## src/rtl/frame_pkg.sv

```systemverilog
// Shared frame IDs, scheduler state type and ID classification helpers.
package frame_pkg;

  localparam int ID_WIDTH = 16;
  localparam logic [ID_WIDTH-1:0] HEADER_ID       = 16'hAAAA;
  localparam logic [ID_WIDTH-1:0] FOOTER_ID       = 16'h5555;
  localparam logic [ID_WIDTH-1:0] ERROR_HEADER_ID = 16'hAAEE;
  localparam logic [ID_WIDTH-1:0] ERROR_FOOTER_ID = 16'h55EE;

  typedef enum logic [0:0] {
    ST_IDLE = 1'b0,
    ST_READ = 1'b1
  } sched_state_t;

  // Repaired IDs count as valid so a word that was already patched upstream is not re-flagged.
  function automatic logic is_header(input logic [ID_WIDTH-1:0] word_hi);
    return (word_hi == HEADER_ID) || (word_hi == ERROR_HEADER_ID);
  endfunction

  function automatic logic is_footer(input logic [ID_WIDTH-1:0] word_lo);
    return (word_lo == FOOTER_ID) || (word_lo == ERROR_FOOTER_ID);
  endfunction

endpackage

```

## src/rtl/rr_select.sv

```systemverilog
// Combinational round-robin picker: first requester after last_ch, wrapping modulo CH_NUM.
module rr_select #(
  parameter int CH_NUM = 4,
  parameter int CH_W   = $clog2(CH_NUM)
) (
  input  logic [CH_NUM-1:0] req,
  input  logic [CH_W-1:0]   last_ch,
  output logic              found,
  output logic [CH_W-1:0]   ch
);

  logic [CH_W-1:0] idx;

  always_comb begin
    found = 1'b0;
    ch    = '0;
    idx   = '0;
    // Offset CH_NUM revisits last_ch itself, so a lone requester is re-granted.
    for (int off = 1; off <= CH_NUM; off++) begin
      idx = CH_W'((int'(last_ch) + off) % CH_NUM);
      if (!found && req[idx]) begin
        found = 1'b1;
        ch    = idx;
      end
    end
  end

endmodule

```

## src/rtl/frame_rr_scheduler.sv

```systemverilog
// Frame-granular round-robin scheduler with on-the-fly header/footer repair.
// Optional per-channel statistics ports under FRAME_RR_SCHEDULER_STATS_EN.
module frame_rr_scheduler
  import frame_pkg::*;
#(
  parameter int CH_NUM        = 4,
  parameter int DATA_WIDTH    = 64,
  parameter int MAX_FRAME_LEN = 256
) (
  input  logic                         CLK,
  input  logic                         RESET,
  input  logic [CH_NUM-1:0]            READ_REQUEST,
  input  logic [CH_NUM*DATA_WIDTH-1:0] DIN,
  output logic [CH_NUM-1:0]            RE,
  input  logic                         iREADY,
  output logic [DATA_WIDTH-1:0]        DOUT,
  output logic                         oVALID,
  output logic [$clog2(CH_NUM)-1:0]    GRANT_CH,
  output logic                         BUSY,
  output logic                         FRAME_ERROR
`ifdef FRAME_RR_SCHEDULER_STATS_EN
  ,
  output logic [CH_NUM*32-1:0]         FRAME_CNT,
  output logic [CH_NUM*16-1:0]         ERR_CNT
`endif
);

  localparam int CH_W  = $clog2(CH_NUM);
  localparam int CNT_W = $clog2(MAX_FRAME_LEN + 1);
  localparam logic [CNT_W-1:0]      LAST_CNT = CNT_W'(MAX_FRAME_LEN - 1);
  localparam logic [DATA_WIDTH-1:0] DOUT_RST = {(DATA_WIDTH/4){4'hE}};

  sched_state_t          state_q, state_d;
  logic [CH_W-1:0]       grant_q, grant_d;
  logic [CH_W-1:0]       last_ch_q, last_ch_d;
  logic [CNT_W-1:0]      word_cnt_q, word_cnt_d;
  logic [DATA_WIDTH-1:0] dout_q, dout_d;
  logic                  ovalid_q, ovalid_d;
  logic                  ferr_q, ferr_d;

  logic [DATA_WIDTH-1:0] din_arr [CH_NUM];
  logic [DATA_WIDTH-1:0] din_g;
  logic                  req_g, in_read, hdr_in, ftr_in;
  logic                  mid_hdr, accept, hdr_fix, len_over, frame_end, emit_fix;
  logic                  sel_found;
  logic [CH_W-1:0]       sel_ch;

  generate
    for (genvar gi = 0; gi < CH_NUM; gi++) begin : g_din
      assign din_arr[gi] = DIN[gi*DATA_WIDTH +: DATA_WIDTH];
    end
  endgenerate

  rr_select #(
    .CH_NUM (CH_NUM),
    .CH_W   (CH_W)
  ) u_rr_select (
    .req     (READ_REQUEST),
    .last_ch (last_ch_q),
    .found   (sel_found),
    .ch      (sel_ch)
  );

  assign din_g   = din_arr[grant_q];
  assign req_g   = READ_REQUEST[grant_q];
  assign in_read = (state_q == ST_READ);
  assign hdr_in  = is_header(din_g[DATA_WIDTH-1 -: ID_WIDTH]);
  assign ftr_in  = is_footer(din_g[ID_WIDTH-1:0]);

  // A header mid-frame means the footer was lost; the header stays queued for the next grant.
  assign mid_hdr   = in_read & req_g & hdr_in & (word_cnt_q != '0);
  // Reset gates the read so an abandoned frame never pops a word it cannot forward.
  assign accept    = in_read & iREADY & req_g & ~mid_hdr & ~RESET;
  assign hdr_fix   = accept & (word_cnt_q == '0) & ~hdr_in;
  assign len_over  = accept & ~ftr_in & (word_cnt_q == LAST_CNT);
  assign frame_end = accept & (ftr_in | len_over);
  assign emit_fix  = mid_hdr & iREADY;

  always_comb begin
    RE          = '0;
    RE[grant_q] = accept;
  end

  always_comb begin
    state_d    = state_q;
    grant_d    = grant_q;
    last_ch_d  = last_ch_q;
    word_cnt_d = word_cnt_q;
    dout_d     = dout_q;
    ovalid_d   = 1'b0;
    ferr_d     = 1'b0;
    case (state_q)
      ST_IDLE: begin
        if (sel_found && iREADY) begin
          grant_d    = sel_ch;
          last_ch_d  = sel_ch;
          word_cnt_d = '0;
          state_d    = ST_READ;
        end
      end
      ST_READ: begin
        if (emit_fix) begin
          dout_d   = {{(DATA_WIDTH-ID_WIDTH){1'b0}}, ERROR_FOOTER_ID};
          ovalid_d = 1'b1;
          ferr_d   = 1'b1;
          state_d  = ST_IDLE;
        end else if (accept) begin
          dout_d = din_g;
          if (hdr_fix) dout_d[DATA_WIDTH-1 -: ID_WIDTH] = ERROR_HEADER_ID;
          if (len_over) dout_d[ID_WIDTH-1:0] = ERROR_FOOTER_ID;
          ovalid_d   = 1'b1;
          ferr_d     = hdr_fix | len_over;
          word_cnt_d = word_cnt_q + CNT_W'(1);
          if (frame_end) state_d = ST_IDLE;
        end
      end
      default: state_d = ST_IDLE;
    endcase
  end

  always_ff @(posedge CLK) begin
    if (RESET) begin
      state_q    <= ST_IDLE;
      grant_q    <= '0;
      last_ch_q  <= CH_W'(CH_NUM - 1);
      word_cnt_q <= '0;
      dout_q     <= DOUT_RST;
      ovalid_q   <= 1'b0;
      ferr_q     <= 1'b0;
    end else begin
      state_q    <= state_d;
      grant_q    <= grant_d;
      last_ch_q  <= last_ch_d;
      word_cnt_q <= word_cnt_d;
      dout_q     <= dout_d;
      ovalid_q   <= ovalid_d;
      ferr_q     <= ferr_d;
    end
  end

  assign DOUT        = dout_q;
  assign oVALID      = ovalid_q;
  assign GRANT_CH    = grant_q;
  assign BUSY        = in_read;
  assign FRAME_ERROR = ferr_q;

`ifdef FRAME_RR_SCHEDULER_STATS_EN
  logic stat_done, stat_err;
  assign stat_done = frame_end | emit_fix;
  assign stat_err  = hdr_fix | len_over | emit_fix;

  generate
    for (genvar gi = 0; gi < CH_NUM; gi++) begin : g_stats
      logic [31:0] frame_cnt_q, frame_cnt_d;
      logic [15:0] err_cnt_q, err_cnt_d;
      logic        ch_sel;

      assign ch_sel = (grant_q == CH_W'(gi));

      always_comb begin
        frame_cnt_d = frame_cnt_q;
        err_cnt_d   = err_cnt_q;
        if (ch_sel && stat_done && (frame_cnt_q != '1)) frame_cnt_d = frame_cnt_q + 32'd1;
        if (ch_sel && stat_err && (err_cnt_q != '1)) err_cnt_d = err_cnt_q + 16'd1;
      end

      always_ff @(posedge CLK) begin
        if (RESET) begin
          frame_cnt_q <= '0;
          err_cnt_q   <= '0;
        end else begin
          frame_cnt_q <= frame_cnt_d;
          err_cnt_q   <= err_cnt_d;
        end
      end

      assign FRAME_CNT[gi*32 +: 32] = frame_cnt_q;
      assign ERR_CNT[gi*16 +: 16]   = err_cnt_q;
    end
  endgenerate
`endif

endmodule

```

## config.mk

```make
export PLATFORM = sky130hd
export DESIGN_NAME = frame_rr_scheduler
export DESIGN_NICKNAME = d
export VERILOG_FILES = /design/src/rtl/frame_pkg.sv /design/src/rtl/rr_select.sv /design/src/rtl/frame_rr_scheduler.sv
export SDC_FILE = /design/constraint.sdc
export NUM_CORES = 1
export LEC_CHECK = 0
export CAP_MARGIN = 40
export CORE_AREA = 2 2 129 131
export CTS_CLUSTER_SIZE = 16
export DETAILED_ROUTE_END_ITERATION = 6
export DIE_AREA = 0 0 131 133
export PLACE_DENSITY = 0.71
export SLEW_MARGIN = 20
export SYNTH_ARGS = -nofsm -noshare
export SYNTH_HDL_FRONTEND = slang
export SYNTH_SLANG_ARGS = --single-unit
```

## constraint.sdc

```tcl
create_clock -name CLK -period 8.8 [get_ports CLK]
set_clock_uncertainty 0.15 [all_clocks]
set_input_delay 1.32 -clock CLK [delete_from_list [all_inputs] [get_ports CLK]]
set_output_delay 1.32 -clock CLK [all_outputs]
set_load 0.005 [all_outputs]
```

# Word-level counts from Yosys, hierarchy flattened
# Index checks and enable logic that the tools add are counted.
# Widths: inputs -> output; s select.
[word_totals]
regBits = 80
latchBits = 0
ramBits = 0
rom_bits = 0
input_bits = 263
output_inout_bits = 73
elab_cells = 106
n_memories = 0
[classes]
add_sub_neg = 5
mul = 0
n_div = 0
n_lt_le_gt_ge = 7
eq_ne = 8
shift = 0
mux = 40
n_bitwise = 22
n_reduce_logical = 17
[ops]
columns = ["op", "count"]
rows = [
  ["$mux 64", 4],
  ["$bmux 64 s2", 1],
  ["$eq 16x15->1 const B", 2],
  ["$eq 16x16->1 const B", 2],
  ["$mux 16", 2],
  ["$mux 9", 3],
  ["$mux 1", 18],
  ["$pmux 9 s2", 1],
  ["$lt 2x3->1 const B", 5],
  ["$and 1x1->1", 13],
  ["$bmux 1 s2", 5],
  ["$add 9x1->9 const B", 1],
  ["$eq 9x8->1 const B", 1],
  ["$logic_not 9->1", 1],
  ["$reduce_bool 9->1", 1],
  ["$mux 2", 4],
  ["$logic_and 1x1->1", 5],
  ["$not 1->1", 5],
  ["$add 2x1->2 const B", 2],
  ["$add 2x2->2 const B", 2],
  ["$and 4x4->4", 1],
  ["$ne 2x2->1 const B", 2],
  ["$reduce_and 2->1", 2],
  ["$ge 3x3->1 const B", 1],
  ["11 further kinds", 15],
]

# Logic depth before layout (Yosys ltp)
# Gate-level depths: netlist of the first run.
[depth]
word_depth = 19
mapped_depth = 11
ltp_nobuf = 8

# Cells and area by module
# From an unflattened synthesis of the first run, not the netlist that was laid out.
[unflattened]
hier_cells = 502
hier_area_um2 = 5217.5
[by_module_without_submodules]
columns = ["module", "instances", "cells_per_inst", "area_per_inst_um2", "seq_area_each_um2"]
rows = [
  ["frame_rr_scheduler", 1, 488, 5126.2, 1601.5],
  ["rr_select", 1, 14, 91.3, 0.0],
]

# Worst setup path after synthesis of the first run
# No wires, ideal clock.
[synth_path]
kind = "input to output"
startpoint = "input port DIN[126]"
endpoint = "output port RE[3]"
arrival_ps = 3208
required_time_ps = 7330
setup_slack_ps = 4122
cell_stages = 6
path_buffers = 1
cell_sequence = "mux4_1 nand4bb_1 or4_4 o21a_4 clkbuf_1 and3_1"
[synth_between]
elab_chain_cells = 11
elab_cells_between_ends = 12
classes_between = "2 x eq/ne; 3 x mux; 6 x bitwise; 1 x reduce/logical"
[synth_rtl]
columns = ["item", "line", "source"]
rows = [
  ["start: declaration", "frame_rr_scheduler.sv:13", "input logic [CH_NUM*DATA_WIDTH-1:0] DIN,"],
  ["$bmux 64 s2 (*)", "frame_rr_scheduler.sv:64", "assign din_g = din_arr[grant_q];"],
  ["$mux 64 (not written as such) (*) (2 in series)", "frame_rr_scheduler.sv:64", ""],
  ["$eq 16x16->1", "frame_pkg.sv:17", "return (word_hi == HEADER_ID) || (word_hi == ERROR_HEADER_ID);"],
  ["$logic_or 1x1->1 (*)", "frame_pkg.sv:17", ""],
  ["$and 1x1->1 (*) (2 in series)", "frame_rr_scheduler.sv:71", "assign mid_hdr = in_read & req_g & hdr_in & (word_cnt_q != '0);"],
  ["$not 1->1 (*)", "frame_rr_scheduler.sv:73", "assign accept = in_read & iREADY & req_g & ~mid_hdr & ~RESET;"],
  ["$and 1x1->1 (*) (2 in series)", "frame_rr_scheduler.sv:73", ""],
  ["$and 4x4->4 (no line) (*)", "-", ""],
  ["end: declaration", "frame_rr_scheduler.sv:14", "output logic [CH_NUM-1:0] RE,"],
]
# Mark *: on every way between the ends. The rest lies on a longest branch, timed or not. The select of a mux whose other input is x is not followed.

# Worst setup path after layout of the first run
[layout_path]
startpoint = "input port DIN[112]"
endpoint = "output port RE[3]"
# The elaborated chain is that of the path after synthesis.

==> results of run 1 <==
## layer usage
layer / share of wire, % / up-vias / track usage [%]
met5: 0 / - / 0
met4: 1.8 / 0 / 6.44
met3: 8.5 / 22 / 3.96
met2: 53 / 242 / 37.9
met1: 37 / 2343 / 22.6
li1: - / 2262 / -
## synthesized netlist by cell type, types with 3 or more instances
| master | number | area share, % |
|---|---|---|
| o21ai_0 | 20 | 2.1 |
| dfxtp_1 | 80 | 33 |
| o22a_1 | 8 | 1.4 |
| a22o_1 | 14 | 2.5 |
| nand4bb_1 | 3 | 0.70 |
| mux4_1 | 21 | 11 |
| clkbuf_8 | 3 | 0.85 |
| clkbuf_1 | 20 | 1.5 |
| mux4_2 | 44 | 20 |
| buf_12 | 3 | 1.2 |
| nand3_1 | 5 | 0.52 |
| nand4_1 | 4 | 0.52 |
| inv_1 | 12 | 0.93 |
| nor2_1 | 19 | 1.5 |
| a221o_1 | 27 | 5.6 |
| a21oi_1 | 19 | 2.0 |
| ha_1 | 3 | 0.77 |
| or3_1 | 3 | 0.39 |
| nand2_1 | 20 | 1.5 |
| a211oi_1 | 3 | 0.46 |
| buf_6 | 4 | 0.93 |
## power breakdown
group	internal [mW]	switching, mW
logic	0.209	0.0991
registers	0.379	0.0194
clock network	0.264	0.144
## sequential cells by signal, summed over array words and instances (netlist names)
name	cells
GRANT_CH	2
oVALID	1
DOUT	64
FRAME_ERROR	1
word_cnt_q	9
BUSY	1
last_ch_q	2
## stage by stage
stage	util (%)	power [mW]
2_1_floorplan	-	0.542
3_3_place_gp	51.2	0.709
3_5_place_dp	51.3	0.716
4_1_cts	53.3	1.13
5_1_grt	53.3	1.16
6_report	53.3	1.11
## logic make-up after synthesis
kind of cell / Yosys count / share of synthesized area (%)
XOR/XNOR: 1 / 0.335
adder cells (fa/ha/maj): 3 / 0.773
flip-flops: 80 / 33.0
AND/OR/NAND/NOR: 83 / 10.4
multiplexers: 67 / 32.2
buffers and inverters: 47 / 6.11
AO/OA/AOI/OAI: 109 / 17.2
## path summary, 6_finish.rpt
kind | endpoint | cells after the start
setup / recovery | RE[3] | 7
hold / removal | DOUT[57] | 2
setup reg to reg | DOUT[30] | 7
hold reg to reg | DOUT[57] | 2
## layout make-up
type	instances	area, µm²	share of cell area, %
Sequential cell	80	1610	18.6
Timing Repair Buffer	344	3420	39.6
Clock buffer	13	260	3.02
Tap cell	220	275	3.19
Multi-Input combinational cell	263	2960	34.3
Clock inverter	3	65.1	0.754
Inverter	12	45.0	0.522
## cell usage in the layout, fill, tap and decap left out, drive strengths merged, types with 3 or more instances in the layout
cell | netlist | layout
nand2b | 3 | 3
nor3 | 3 | 3
nand3 | 6 | 6
nor4 | 3 | 3
a22o | 14 | 14
a211oi | 3 | 3
a21oi | 19 | 19
nand4bb | 3 | 3
or3 | 3 | 3
ha | 3 | 3
nor2 | 21 | 21
nand4 | 4 | 4
nand2 | 20 | 20
mux4 | 65 | 65
clkbuf | 23 | 13
o21ai | 22 | 22
clkdlybuf4s50 | 0 | 334
buf | 11 | 10
o22a | 8 | 8
or4 | 4 | 4
inv | 12 | 12
dfxtp | 80 | 80
a221o | 28 | 28
## critical path: stages
cell,delay (ps)
clkdlybuf4s50_1,410
mux4_1,560
nand4bb_1,250
or4_4,550
o21a_4,330
and3_1,210
clkdlybuf4s50_1,440
==> run metrics, run 1 <==
status finished clean; post_cts resized 0; Worst IR Drop VDD 83.5 µV; IO buf count 335; Die Area between 0.015 and 0.02 mm²; clock sink total 80; die width about 130 µm; total number of vias just under 5000; CP Class in -> out; first-pass GRT wire length roughly 27000 µm; Placed Area about 0.0083 mm²; asr flop ratio synth 0%; total track usage 20.3%; Seq cells post-synth 80; setup repair bufs after CTS 0; Slew HR 52.9%; r2r setup slk between 5000 and 6000 ps; CTS tree built; Post-Syn Nets 656; Leakage ~3 nW; largest net degree at the start of global routing 54; final hold vios 0; DRT antenna net count 0; vias per cell 5.21; Worst-Skew Late Latency 330 ps; worst setup path start DIN[112]; final max-slew violation count 0; Final Net Count 976; syn avg cell area 12.4 µm²; clock-pin slew on the worst setup and hold paths 60 ps; YS warnings 0; crit start category primary input; Crit path required time about 7300 ps; endpoints failing setup 0; routed len/inst 19.6 µm; pwr dens 129 mW/mm²; I/O pin cnt about 340; Period minus WS final 5540 ps; clk buf depth 2; CTS H-Tree Depth 3; crit end category output port; min-delay src DOUT[57]; Syn-to-layout area delta 77.8%; FP Rows 47; maxcap violations 0; GPL Wtd Cong 0.843; Synth cell types 59; number of remaining DRC errors 0; initial core utilization a little under a third; prevailing post-synth register cell dfxtp_1; arrival time at the worst endpoint 4070 ps; vias in the first global route 4995; Ant. Diodes 0; Slew @ Worst Pin 706 ps; f_max 180 MHz; RSZ-0062 raised after global routing no; Post-Layout Cell Count 935; hold slack 305 ps; GR Overflow Total 0; DR iter-0 viols 226; cell count after synthesis 390; first-pass detailed-route iteration total 7; crit-path max FO 22; final worst slack 3260 ps; dpl cells 918; Worst Hold Class reg -> reg; setup TNS 0 ps; EDFF count, synth 0; cts hold-fix bufs 0; # fillers 1348; clock buffer count from CTS 9; setup slack at placement 2860 ps; core box area 0.0162 mm²; Final Cycle Share a little over three fifths; Finished Cell Area 0.00863 mm²; Root Buffer clkbuf_16; sequential area share after synthesis between 30% and 40%; final wirelength 18400 µm; reg2reg start GRANT_CH[0]; die height 133 µm; hpwl dp 14800 µm; synthesized area a little under 0.005 mm²; initial antenna violation count 0; ratio of cells with drive above 1 in the final layout 11.9%
No activity file was read; power rests on OpenSTA's default activity.
==> inputs of run 2 (changes only) <==
- CORE_AREA: 2 2 129 131 -> 2 2 130 132
- DIE_AREA: 0 0 131 133 -> 0 0 132 134
- PLACE_DENSITY: 0.71 -> 0.7
- clock period: 8.8 -> 5.3 ns (I/O delays scaled with it)
==> run metrics, run 2 (synthesized netlist as in run 1, its figures left out) <==
final hold vios 0; most frequent cells in the layout 334 x clkdlybuf4s50_1, 78 x dfxtp_1, 44 x mux4_2; vias in the first global route 5201; initial antenna violation count 0; most common library cell in the layout ignoring fill and taps clkdlybuf4s50_1; crit end category output port; Root Buffer clkbuf_16; Period minus WS final 4510 ps; ratio of cells with drive above 1 in the final layout 12.3%; worst reg-to-reg path cell count 7; pwr dens 203 mW/mm²; number of remaining DRC errors 0; Critical R2R Capture DOUT[12]; end of the worst hold path DOUT[53]; hpwl dp 15000 µm; first-pass GRT wire length 28300 µm; Slew @ Worst Pin 585 ps; die width 132 µm; Largest stage delay, worst path 590 ps; clock sink total 80; CTS H-Tree Depth 3; setup repair bufs after CTS 0; arrival time at the worst endpoint 3560 ps; final max-slew violation count 0; endpoints failing setup 0; die height 134 µm; status finished clean; setup TNS 0 ps; crit start category primary input; f_max 222 MHz; Final Cycle Share 85.0%; cts hold-fix bufs 0; vias per cell between 5 and 6; Slew HR 61.0%; most used cell, CP clkdlybuf4s50_1; first-pass detailed-route iteration total 4; core box area 0.0163 mm²; Ant. Diodes 0; Overall Power 1.74 mW; Worst Hold Class reg -> reg; Worst IR Drop VDD 133 µV; total track usage 20.5%; RSZ-0062 raised after global routing no; CP Class in -> out; max FFs per register 64; reg2reg start GRANT_CH[0]; Die Area 0.0177 mm²; FP Rows 47; Hold Crit Depth 2; DRT antenna net count 0; GPL Wtd Cong approximately 0.88; routed len/inst 20.0 µm; largest net degree at the start of global routing 53; maxcap violations 0; critical path's slowest cell or4_4; final wirelength 18800 µm; Final Net Count 978; initial core utilization 29.8%; crit-path max FO 22; CTS tree built; final worst slack 795 ps; DR iter-0 viols 285; I/O pin cnt 336; total number of vias ~5000; min-delay src DOUT[53]; setup slack at placement 769 ps; Worst-Skew Late Latency roughly 320 ps; hold slack 313 ps; post_cts resized 0; clock-pin slew on the worst setup and hold paths around 60 ps; clk buf depth 2; r2r setup slk 1710 ps; clock buffer count from CTS 9; Leakage 3.00 nW; Syn-to-layout area delta 77.1%; CP cell instances clkdlybuf4s50_1 > mux4_1 > nand4bb_1 > or4_4 > o21a_4 > and3_1 > clkdlybuf4s50_1; IO buf count 335; Crit path required time 4360 ps; GR Overflow Total 0
==> run 2: report_power, final <==
part | switching (mW) | total [mW] | leakage (nW) | internal, mW
sequential | 0.0233 | 0.652 | 0.653 | 0.629
clock | 0.237 | 0.566 | 0.128 | 0.328
combinational | 0.177 | 0.526 | 2.22 | 0.349
==> run 2: how the worst max path moves through the flow <==
stage               startpoint     to  cells past startpoint
CTS                   DIN[254]  RE[3]                      7
detailed placement    DIN[254]  RE[3]                      7
floorplan             DIN[126]  RE[3]                      6
global placement      DIN[254]  RE[3]                      7
global route          DIN[254]  RE[3]                      7
finish                DIN[254]  RE[3]                      7
==> run 2: metal layers <==
| metal | global-route usage [%] | share of wire (%) | vias to the layer above |
|---|---|---|---|
| li1 | - | - | 2273 |
| met1 | 22.4 | 36 | 2451 |
| met2 | 39.1 | 54 | 281 |
| met3 | 6.12 | 9.4 | 14 |
| met4 | 4.11 | 1.1 | 0 |
| met5 | 0 | 0 | - |
==> run 2: metrics by stage <==
stage          util (%)  std cells  cell area (µm²)
6_report           52.8        937             8600
4_1_cts            52.8        937             8600
3_3_place_gp       50.9        919             8300
5_1_grt            52.8        937             8600
2_1_floorplan         -        390             4850
3_5_place_dp       51.1        921             8320
==> run 2: layout make-up <==
class / count / area (µm²)
fillers: 1404 / 7690
repair buffers: 346 / 3440
multi-input cells: 263 / 2960
flip-flops and latches: 80 / 1610
well taps: 220 / 275
clock buffers: 11 / 243
inverters: 12 / 45.0
clock inverters: 5 / 32.5
==> run 2: worst max-delay path: cells and delay by family <==
| family | cells | cell delay [ps] |
|---|---|---|
| multiplexers | 1 | 500 |
| buffers and inverters | 2 | 870 |
| AO/OA/AOI/OAI | 1 | 320 |
| AND/OR/NAND/NOR | 3 | 1060 |
==> inputs of run 3 (changes only) <==
- CORE_AREA: 2 2 130 132 -> 2 2 129 131
- CTS_BUF_LIST: not set -> sky130_fd_sc_hd__clkbuf_4 sky130_fd_sc_hd__clkbuf_8
- DIE_AREA: 0 0 132 134 -> 0 0 131 133
- GPL_TIMING_DRIVEN: not set -> 0
- PLACE_DENSITY: 0.7 -> 0.71
==> run metrics, run 3 (synthesized netlist as in run 1, its figures left out) <==
status finished clean; max FFs per register 64; crit start category primary input; GR Overflow Total 0; final worst slack 535 ps; CP Class in -> out; die width roughly 130 µm; crit-path max FO 10; initial core utilization about 30%; r2r setup slk around 1800 ps; die height 133 µm; vias per cell 5.30; maxcap violations 0; DRT antenna net count 0; I/O pin cnt roughly 340; worst setup path start DIN[56]; hpwl dp roughly 17000 µm; arrival time at the worst endpoint 3820 ps; clk buf depth 2; # fillers about 1400; final max-slew violation count 0; min-delay src DOUT[51]; IO buf count between 300 and 400; final wirelength just over 20000 µm; clock-pin slew on the worst setup and hold paths 80 ps; Period minus WS final 4770 ps; setup slack at placement ~550 ps; Ant. Diodes 0; worst reg-to-reg path cell count 9; routed len/inst 21.2 µm; clock buffer count from CTS 9; Final Net Count 1003; first-pass GRT wire length 29100 µm; largest net degree at the start of global routing 14; ratio of cells with drive above 1 in the final layout 12.0%; Hold Crit Depth 2; Worst Hold Class reg -> reg; DR iter-0 viols 205; GPL Wtd Cong about 0.85; dpl cells 944; clock sink total 80; vias in the first global route 5266; total number of vias 5094; initial antenna violation count 0; endpoints failing setup 0; Root Buffer clkbuf_8; CTS H-Tree Depth 3; Worst-Skew Late Latency 360 ps; FP Rows 47; cts hold-fix bufs 0; Overall Power 1.72 mW; Worst IR Drop VDD 136 µV; Slew HR 45.1%; CTS tree built; core box area 0.0162 mm²; most common library cell in the layout ignoring fill and taps clkdlybuf4s50_1; number of remaining DRC errors 0; f_max 210 MHz; Syn-to-layout area delta 79.6%; crit end category output port; pwr dens 197 mW/mm²; most frequent cells in the layout 334 x clkdlybuf4s50_1, 80 x dfxtp_1, 44 x mux4_2; RSZ-0062 raised after global routing no; Post-Layout Cell Count 962; total track usage 22.3%; Slew @ Worst Pin 824 ps; setup TNS 0 ps; final hold vios 0; reg2reg start GRANT_CH[1]; first-pass detailed-route iteration total 4; Final Cycle Share about nine tenths; Leakage 3.06 nW; Die Area 0.0174 mm²; setup repair bufs after CTS 0; Crit path required time 4360 ps; post_cts resized 0
run 3: changes by cell type in the layout (fill, tap and decap cells not counted), sizes merged:
| cell | before | now |
|---|---|---|
| clkinvlp | 3 | 1 |
| dlymetal6s2s | 0 | 1 |
| bufinv | 0 | 2 |
| clkbuf | 11 | 34 |
| buf | 12 | 13 |
run 3: worst max-delay path: stages:
cell and delay (ps):
clkdlybuf4s50_1 440, mux4_2 500, nand4bb_1 250, or4_4 580, o21ai_1 400, buf_2 310, nor3b_1 80, clkdlybuf4s50_1 470
run 3: layer usage:
| layer | vias up | track usage [%] | routed length [µm] |
|---|---|---|---|
| met3 | 33 | 5.01 | 1810 |
| met4 | 0 | 7.98 | 556 |
| met5 | - | 0 | 0 |
| li1 | 2328 | - | - |
| met1 | 2446 | 24.3 | 7320 |
| met2 | 287 | 41.6 | 10700 |
run 3: final cells by class:
cell class	instances	area, µm²	share of cell area [%]
timing repair buffer	336	3370	38.6
multi-input combinational	263	2960	33.9
sequential	80	1600	18.4
tap	220	275	3.16
buffer	35	251	2.89
clock buffer	11	139	1.59
clock inverter	5	81.3	0.933
inverter	12	45.0	0.517
run 3: stage by stage:
step | utilization [%] | hold slack [ps] | cell area, µm²
CTS | 53.7 | 332 | 8690
finish | 53.9 | 336 | 8710
global placement | 52.4 | 304 | 8470
global route | 53.9 | 345 | 8710
floorplan | - | 306 | 4850
detailed placement | 52.4 | 312 | 8470
run 3: report_power, final:
part	internal, mW	switching (mW)	total [mW]
Clock	0.276	0.232	0.509
Combinational	0.365	0.198	0.563
Sequential	0.627	0.0175	0.645
Total	1.27	0.449	1.72
run 3: final timing paths:
kind | end
max | RE[2]
min | DOUT[51]
max reg2reg | DOUT[0]
min reg2reg | DOUT[51]
